File: src/rtl/sram_pkg.sv
// Shared defaults and FSM state type for the SRAM line-fill path.
package sram_pkg;

    localparam int WIDTH        = 512;
    localparam int LOG_NUM_ROWS = 9;
    localparam int WORD_SIZE    = 64;
    localparam int BEATS        = WIDTH / WORD_SIZE;

    typedef enum logic [1:0] {
        IDLE  = 2'd0,
        FILL  = 2'd1,
        WRITE = 2'd2
    } fill_state_t;

endpackage

File: src/rtl/sram_fill_unit.sv
// Line-fill stage: collects wrapped memory beats and issues one full-mask SRAM row write.
// Write lands the cycle after the last beat; no beat backpressure. Optional macro: SRAM_FILL_CRIT_FWD_EN.
module sram_fill_unit
    import sram_pkg::*;
#(
    parameter  int WIDTH        = sram_pkg::WIDTH,
    parameter  int LOG_NUM_ROWS = sram_pkg::LOG_NUM_ROWS,
    parameter  int WORD_SIZE    = sram_pkg::WORD_SIZE,
    localparam int BEATS        = WIDTH / WORD_SIZE,
    localparam int LOG_BEATS    = $clog2(BEATS)
) (
    input  logic                    clk,
    input  logic                    reset,
    input  logic                    req_valid,
    output logic                    req_ready,
    input  logic [LOG_NUM_ROWS-1:0] req_row,
    input  logic [LOG_BEATS-1:0]    req_first_word,
    input  logic                    beat_valid,
    input  logic [WORD_SIZE-1:0]    beat_data,
    output logic [LOG_NUM_ROWS-1:0] sram_writeAddr,
    output logic [WIDTH-1:0]        sram_writeData,
    output logic [BEATS-1:0]        sram_writeEnable,
    output logic                    fill_done,
    output logic                    crit_valid,
    output logic [WORD_SIZE-1:0]    crit_data,
    output logic                    proto_err
);

    localparam logic [LOG_BEATS-1:0] LAST = LOG_BEATS'(BEATS - 1);

    fill_state_t               state_q, state_d;
    logic [LOG_NUM_ROWS-1:0]   row_q, row_d;
    logic [LOG_BEATS-1:0]      idx_q, idx_d;
    logic [LOG_BEATS-1:0]      cnt_q, cnt_d;
    logic [WORD_SIZE-1:0]      line_q [BEATS];
    logic [WORD_SIZE-1:0]      line_d [BEATS];
    logic [LOG_NUM_ROWS-1:0]   wr_addr_q, wr_addr_d;
    logic [WIDTH-1:0]          wr_data_q, wr_data_d;
    logic [BEATS-1:0]          wr_en_q, wr_en_d;
    logic                      fill_done_q, fill_done_d;
    logic                      proto_err_q, proto_err_d;

    always_comb begin
        state_d     = state_q;
        row_d       = row_q;
        idx_d       = idx_q;
        cnt_d       = cnt_q;
        line_d      = line_q;
        wr_addr_d   = wr_addr_q;
        wr_data_d   = wr_data_q;
        wr_en_d     = '0;
        fill_done_d = 1'b0;
        proto_err_d = proto_err_q;

        case (state_q)
            IDLE: begin
                if (beat_valid) begin
                    proto_err_d = 1'b1;
                end
                if (req_valid) begin
                    row_d   = req_row;
                    idx_d   = req_first_word;
                    cnt_d   = '0;
                    state_d = FILL;
                end
            end
            FILL: begin
                if (beat_valid) begin
                    line_d[idx_q] = beat_data;
                    idx_d = (idx_q == LAST) ? '0 : idx_q + LOG_BEATS'(1);
                    cnt_d = cnt_q + LOG_BEATS'(1);
                    if (cnt_q == LAST) begin
                        // Final beat bypasses the buffer so the write can issue next cycle.
                        for (int i = 0; i < BEATS; i++) begin
                            wr_data_d[i*WORD_SIZE +: WORD_SIZE] =
                                (LOG_BEATS'(i) == idx_q) ? beat_data : line_q[i];
                        end
                        wr_en_d     = '1;
                        wr_addr_d   = row_q;
                        fill_done_d = 1'b1;
                        state_d     = WRITE;
                    end
                end
            end
            WRITE: begin
                if (beat_valid) begin
                    proto_err_d = 1'b1;
                end
                state_d = IDLE;
            end
            default: state_d = IDLE;
        endcase
    end

    always_ff @(posedge clk) begin
        if (reset) begin
            state_q     <= IDLE;
            row_q       <= '0;
            idx_q       <= '0;
            cnt_q       <= '0;
            wr_addr_q   <= '0;
            wr_data_q   <= '0;
            wr_en_q     <= '0;
            fill_done_q <= 1'b0;
            proto_err_q <= 1'b0;
        end else begin
            state_q     <= state_d;
            row_q       <= row_d;
            idx_q       <= idx_d;
            cnt_q       <= cnt_d;
            wr_addr_q   <= wr_addr_d;
            wr_data_q   <= wr_data_d;
            wr_en_q     <= wr_en_d;
            fill_done_q <= fill_done_d;
            proto_err_q <= proto_err_d;
        end
    end

    // Line storage needs no reset: every slot is rewritten before a fill can complete.
    always_ff @(posedge clk) begin
        line_q <= line_d;
    end

    assign req_ready        = (state_q == IDLE);
    assign sram_writeAddr   = wr_addr_q;
    assign sram_writeData   = wr_data_q;
    assign sram_writeEnable = wr_en_q;
    assign fill_done        = fill_done_q;
    assign proto_err        = proto_err_q;

`ifdef SRAM_FILL_CRIT_FWD_EN
    logic                 crit_valid_q, crit_valid_d;
    logic [WORD_SIZE-1:0] crit_data_q, crit_data_d;

    always_comb begin
        crit_valid_d = 1'b0;
        crit_data_d  = crit_data_q;
        if (state_q == FILL && beat_valid && cnt_q == '0) begin
            crit_valid_d = 1'b1;
            crit_data_d  = beat_data;
        end
    end

    always_ff @(posedge clk) begin
        if (reset) begin
            crit_valid_q <= 1'b0;
            crit_data_q  <= '0;
        end else begin
            crit_valid_q <= crit_valid_d;
            crit_data_q  <= crit_data_d;
        end
    end

    assign crit_valid = crit_valid_q;
    assign crit_data  = crit_data_q;
`else
    assign crit_valid = 1'b0;
    assign crit_data  = '0;
`endif

endmodule

File: config.mk
export PLATFORM = sky130hd
export DESIGN_NAME = sram_fill_unit
export DESIGN_NICKNAME = d
export VERILOG_FILES = /design/src/rtl/sram_pkg.sv /design/src/rtl/sram_fill_unit.sv
export SDC_FILE = /design/constraint.sdc
export NUM_CORES = 1
export LEC_CHECK = 0
export CAP_MARGIN = 20
export CELL_PAD_IN_SITES_DETAIL_PLACEMENT = 1
export CELL_PAD_IN_SITES_GLOBAL_PLACEMENT = 1
export CORE_MARGIN = 2
export CORE_UTILIZATION = 46
export DETAILED_ROUTE_END_ITERATION = 7
export GPL_TIMING_DRIVEN = 0
export PLACE_DENSITY_LB_ADDON = 0.1
export SYNTH_ARGS = -nofsm -noshare
export SYNTH_HDL_FRONTEND = slang
export SYNTH_SLANG_ARGS = --single-unit
File: constraint.sdc
create_clock -name clk -period 10.7 [get_ports clk]
set_input_delay 2.14 -clock clk [delete_from_list [all_inputs] [get_ports clk]]
set_output_delay 2.14 -clock clk [all_outputs]
set_load 0.005 [all_outputs]
Word level (Yosys, flattened, before mapping)

Cells that the tools add are included.

Register bits: 1,060
Input bits: 80
Output and inout bits: 597

Add/subtract/negate cells: 2
Magnitude comparators: 2
Equal/unequal tests: 14
Mux-type cells: 24
Bitwise operators: 3
Reduce and logical (&&, ||, !) cells: 12

Operators by type and width:

| operator            | count |
|---|---|
| $mux 64             | 9 |
| $bwmux 512          | 1 |
| $demux 64 s3        | 1 |
| $mux 3              | 5 |
| $eq 3x3->1 const A  | 4 |
| $pmux 3 s2          | 2 |
| $reduce_and 3->1    | 3 |
| $mux 8              | 1 |
| $add 3x1->3 const B | 2 |
| $eq 2x3->1 const A  | 2 |
| $eq 3x3->1 const B  | 2 |
| $mux 2              | 3 |
| $ne 2x2->1 const B  | 3 |
| $reduce_and 2->1    | 3 |
| $ge 4x4->1 const B  | 1 |
| $lt 4x1->1 const B  | 1 |
| $not 3->4           | 1 |
| $pmux 2 s2          | 1 |
| $eq 1x3->1 const A  | 1 |
| $logic_not 3->1     | 1 |
| $reduce_or 3->1     | 1 |
| $eq 2x1->1 const B  | 1 |
| $eq 2x2->1 const B  | 1 |
| $logic_not 2->1     | 1 |
| 5 further kinds     | 6 |

Depth between registers and ports, before layout

Word-level depth: 6
Mapped depth: 8
Gate-level depth less buffers: 5

Worst setup path before layout

OpenSTA, ideal clock, no wires.

Path kind: input to register
Start point: in beat_valid
End point: reg line_q[384] (netlist bit), enable pin
Arrival: 6.816 ns
Data required time: 10.135 ns
Path slack: 3.319 ns
Stages: 3
Buffers on the path: 1
Path through: buf_2 > nand3_1 > nor3_1

Cells in the longest elaborated chain, start to end: 1

Ends and longest elaborated chain:

| element                           | line                  | text |
|---|---|---|
| from (decl)                       | sram_fill_unit.sv:18  | `input logic beat_valid,` |
| $reduce_and 2->1 (no source line) | -                     |  |
| to (signal assigned)              | sram_fill_unit.sv:121 | `line_q <= line_d;` |
| to (decl)                         | sram_fill_unit.sv:35  | `logic [WORD_SIZE-1:0] line_q [BEATS];` |

Every way passes these cells.
A chain may end at the register's enable or synchronous reset.

Worst setup path in the final report

Ends and elaborated chain as after synthesis.

==> impl_metrics.env <==
export IMPL_status="complete, no violations"
export IMPL_cts_tree="built"
export IMPL_syn_area_per_cell_sq_um=12.9
export IMPL_maxSlewViolCount=0
export IMPL_drc=0
export IMPL_grtUsageTotal_pct=32.7
export IMPL_regArea_sq_um=26200
export IMPL_busiest_layer="met2"
export IMPL_drt_iter0_markers=2461
export IMPL_final_min_clock_period_ns=4.34
export IMPL_required_ns=11.07
export IMPL_path_cells="clkdlybuf4s50_1, buf_2, nand3_1, nor3_2, buf_6, buf_6, buf_6, buf_6"
export IMPL_synth_area_leaders="edfxtp_1, dfxtp_1, mux2i_1"
export IMPL_synth_seq_cells=1052
export IMPL_setup_violations_final=0
export IMPL_vias_per_cell=5.75
export IMPL_placedCellCount=4918
export IMPL_dieWidth_microns=298
export IMPL_wirelength_microns=149000
export IMPL_worst_pin_slew_ns=1.09
export IMPL_final_area_sq_um=51700
export IMPL_gp_congestion=0.866
export IMPL_place_port_buffers=611
export IMPL_multi_input_area_sq_um=11800
export IMPL_synth_commonest_cells="dfxtp_1, mux2i_1, edfxtp_1"
export IMPL_hold_violations=0
export IMPL_maxSlewHeadroom_pct=27.6
export IMPL_power_density_nw_per_um2=167
export IMPL_start_util_pct=46.5
export IMPL_synth_edf_count=512
export IMPL_fillers=8481
export IMPL_synth_distinct_cells=33
export IMPL_maxCapViolations=0
export IMPL_tns_ns=0
export IMPL_max_clock_freq_mhz=230
export IMPL_antenna_found_initial=9
export IMPL_grt_max_degree=27
export IMPL_crit_path_max_incr_delay_ns=0.70
export IMPL_ir_worst_vdd_mv=0.215
export IMPL_avgRoutedWirePerCell_microns=29.1
export IMPL_yosys_area_top_type_share_pct=38.8
export IMPL_worstSkewPairLatency_ns=0.68
export IMPL_fin_nets=3972
export IMPL_grt_met2_usage_pct=55.7
export IMPL_post_synth_top_area_cell="edfxtp_1"
export IMPL_rows=107
export IMPL_overflow=0
export IMPL_grt_pass1_vias=31000
export IMPL_postCtsSetupRepairBufs=0
export IMPL_critical_path_class="input port to flop"
export IMPL_ios=677
export IMPL_ys_flop_type="dfxtp_1"
export IMPL_synth_area_sq_um=39700
export IMPL_syn_to_final_growth_pct=30.3
export IMPL_dieHeight_microns=298
export IMPL_final_layout_size_suffix_gt1_share_pct=13.3
export IMPL_critPathArrivalTime_ns=4.72
export IMPL_htreeDepth=3
export IMPL_drt_antenna_violating_nets=0
export IMPL_synthCells=3070
export IMPL_yosysWarnings=0
export IMPL_crit_slowest_cell="nor3_2"
export IMPL_first_pass_iters=6
export IMPL_skew_ns=0.0245
export IMPL_cts_resized_gates=0
export IMPL_cts_sinks=1052
export IMPL_dpl_instance_area_sq_um=48000
export IMPL_cp_start_kind="input port"
export IMPL_clk_pin_slew_worst_paths_ns=0.06
export IMPL_crit_top_cell="buf_6"
export IMPL_route_vias_total=29500
export IMPL_power_leakage_nw=19.9
export IMPL_max_clock_path_buffers=3
export IMPL_cts_buffers=108
export IMPL_dpl_hpwl_microns=106000
export IMPL_placement_setup_worst_slack_ns=5.67
export IMPL_path_delay_family="buffers and inverters"
export IMPL_final_cells=5129
export IMPL_grtUsageMet3_pct=6.13
export IMPL_layout_setup_ws_ns=6.36
export IMPL_min_path_type="flop to flop"
export IMPL_synth_most_common_cell="dfxtp_1"
export IMPL_crit_path_max_fanout=11
export IMPL_grt_pass1_wl_microns=214000
export IMPL_grt_util_met1_pct=40.3
export IMPL_cts_hold_buf=0
export IMPL_dieArea_sq_um=88600
export IMPL_ys_seq_area_share_pct=66.0
export IMPL_fp_coreArea_sq_um=85300
export IMPL_async_reset_ff_share_pct=0
export IMPL_cp_end_kind="flop"
export IMPL_grt_setup_unrepaired="no"
export IMPL_finalPower_w=0.00860
export IMPL_crit_buf_inv=6
export IMPL_period_share_pct=40.6
export IMPL_cts_root_buf="clkbuf_16"
tightest hold or removal path, stage by stage (launching register included):
cell	delay, ns
dfxtp_1	0.31
nand2_1	0.05
a21oi_1	0.06
placed cells by master, fill, tap and decap left out, drive strengths merged, types with 8 or more instances in the layout:
cell type,count
a211oi,128
a21oi,397
buf,312
bufinv,11
clkbuf,233
clkdlybuf4s50,611
clkinv,36
clkinvlp,8
conb,65
dfxtp,540
edfxtp,512
ha,8
inv,12
mux2i,523
nand2,24
nor2,149
o21ai,388
where the power goes:
group | switching (W) | internal [W] | leakage, nW
combinational | 0.000309 | 0.000165 | 9.17
clock | 0.00163 | 0.00224 | 1.77
sequential | 0.00000988 | 0.00425 | 8.97
total | 0.00195 | 0.00665 | 19.9
through the flow:
step                hold slack (ns)  utilization [%]
finish                        0.467             60.6
global route                  0.484             60.6
CTS                           0.466             60.6
detailed placement            0.458             56.3
global placement              0.437             55.6
floorplan                     0.431                -
final timing paths:
path	startpoint	end	slack, ns	cells past startpoint
min reg2reg	sram_writeAddr[3]	sram_writeAddr[3]	0.47	2
min	sram_writeAddr[3]	sram_writeAddr[3]	0.47	2
max reg2reg	state_q[0]	line_q[384]	7.57	8
max	beat_valid	line_q[384]	6.36	8
state kept, by name, summed over array words and instances, names as in the netlist:
| register | count |
|---|---|
| state_q | 2 |
| line_q | 512 |
| sram_writeAddr | 9 |
| sram_writeEnable | 1 |
| cnt_q | 3 |
| row_q | 9 |
| idx_q | 3 |
| proto_err | 1 |
| sram_writeData | 512 |
metal layers:
layer  vias up  wire length, microns
li1      12700                     -
met1     15100                 58300
met2      1297                 73500
met3       298                 10300
met4         6                  6920
met5         -                    36
layout make-up:
type / instances / share of cell area [%]
plain buffers: 370 / 3.83
well taps: 1144 / 2.77
inverters: 8 / 0.0581
flip-flops and latches: 1052 / 50.7
clock inverters: 59 / 1.24
multi-input cells: 1704 / 22.8
repair buffers: 640 / 12.8
diodes: 6 / 0.0291
clock buffers: 146 / 5.80
kinds of logic (layout without fill, tap and decap cells):
group	count (synthesis)	after routing	share of synthesized area, %
compound gates	919	919	13.5
fa+ha+maj	8	8	0.252
buf+inv	378	1223	5.06
flops	1052	1052	66.0
mux	523	523	13.2
other cells	1	71	0.00946
simple gates	189	189	1.91
(Power assumes the default switching activity.)
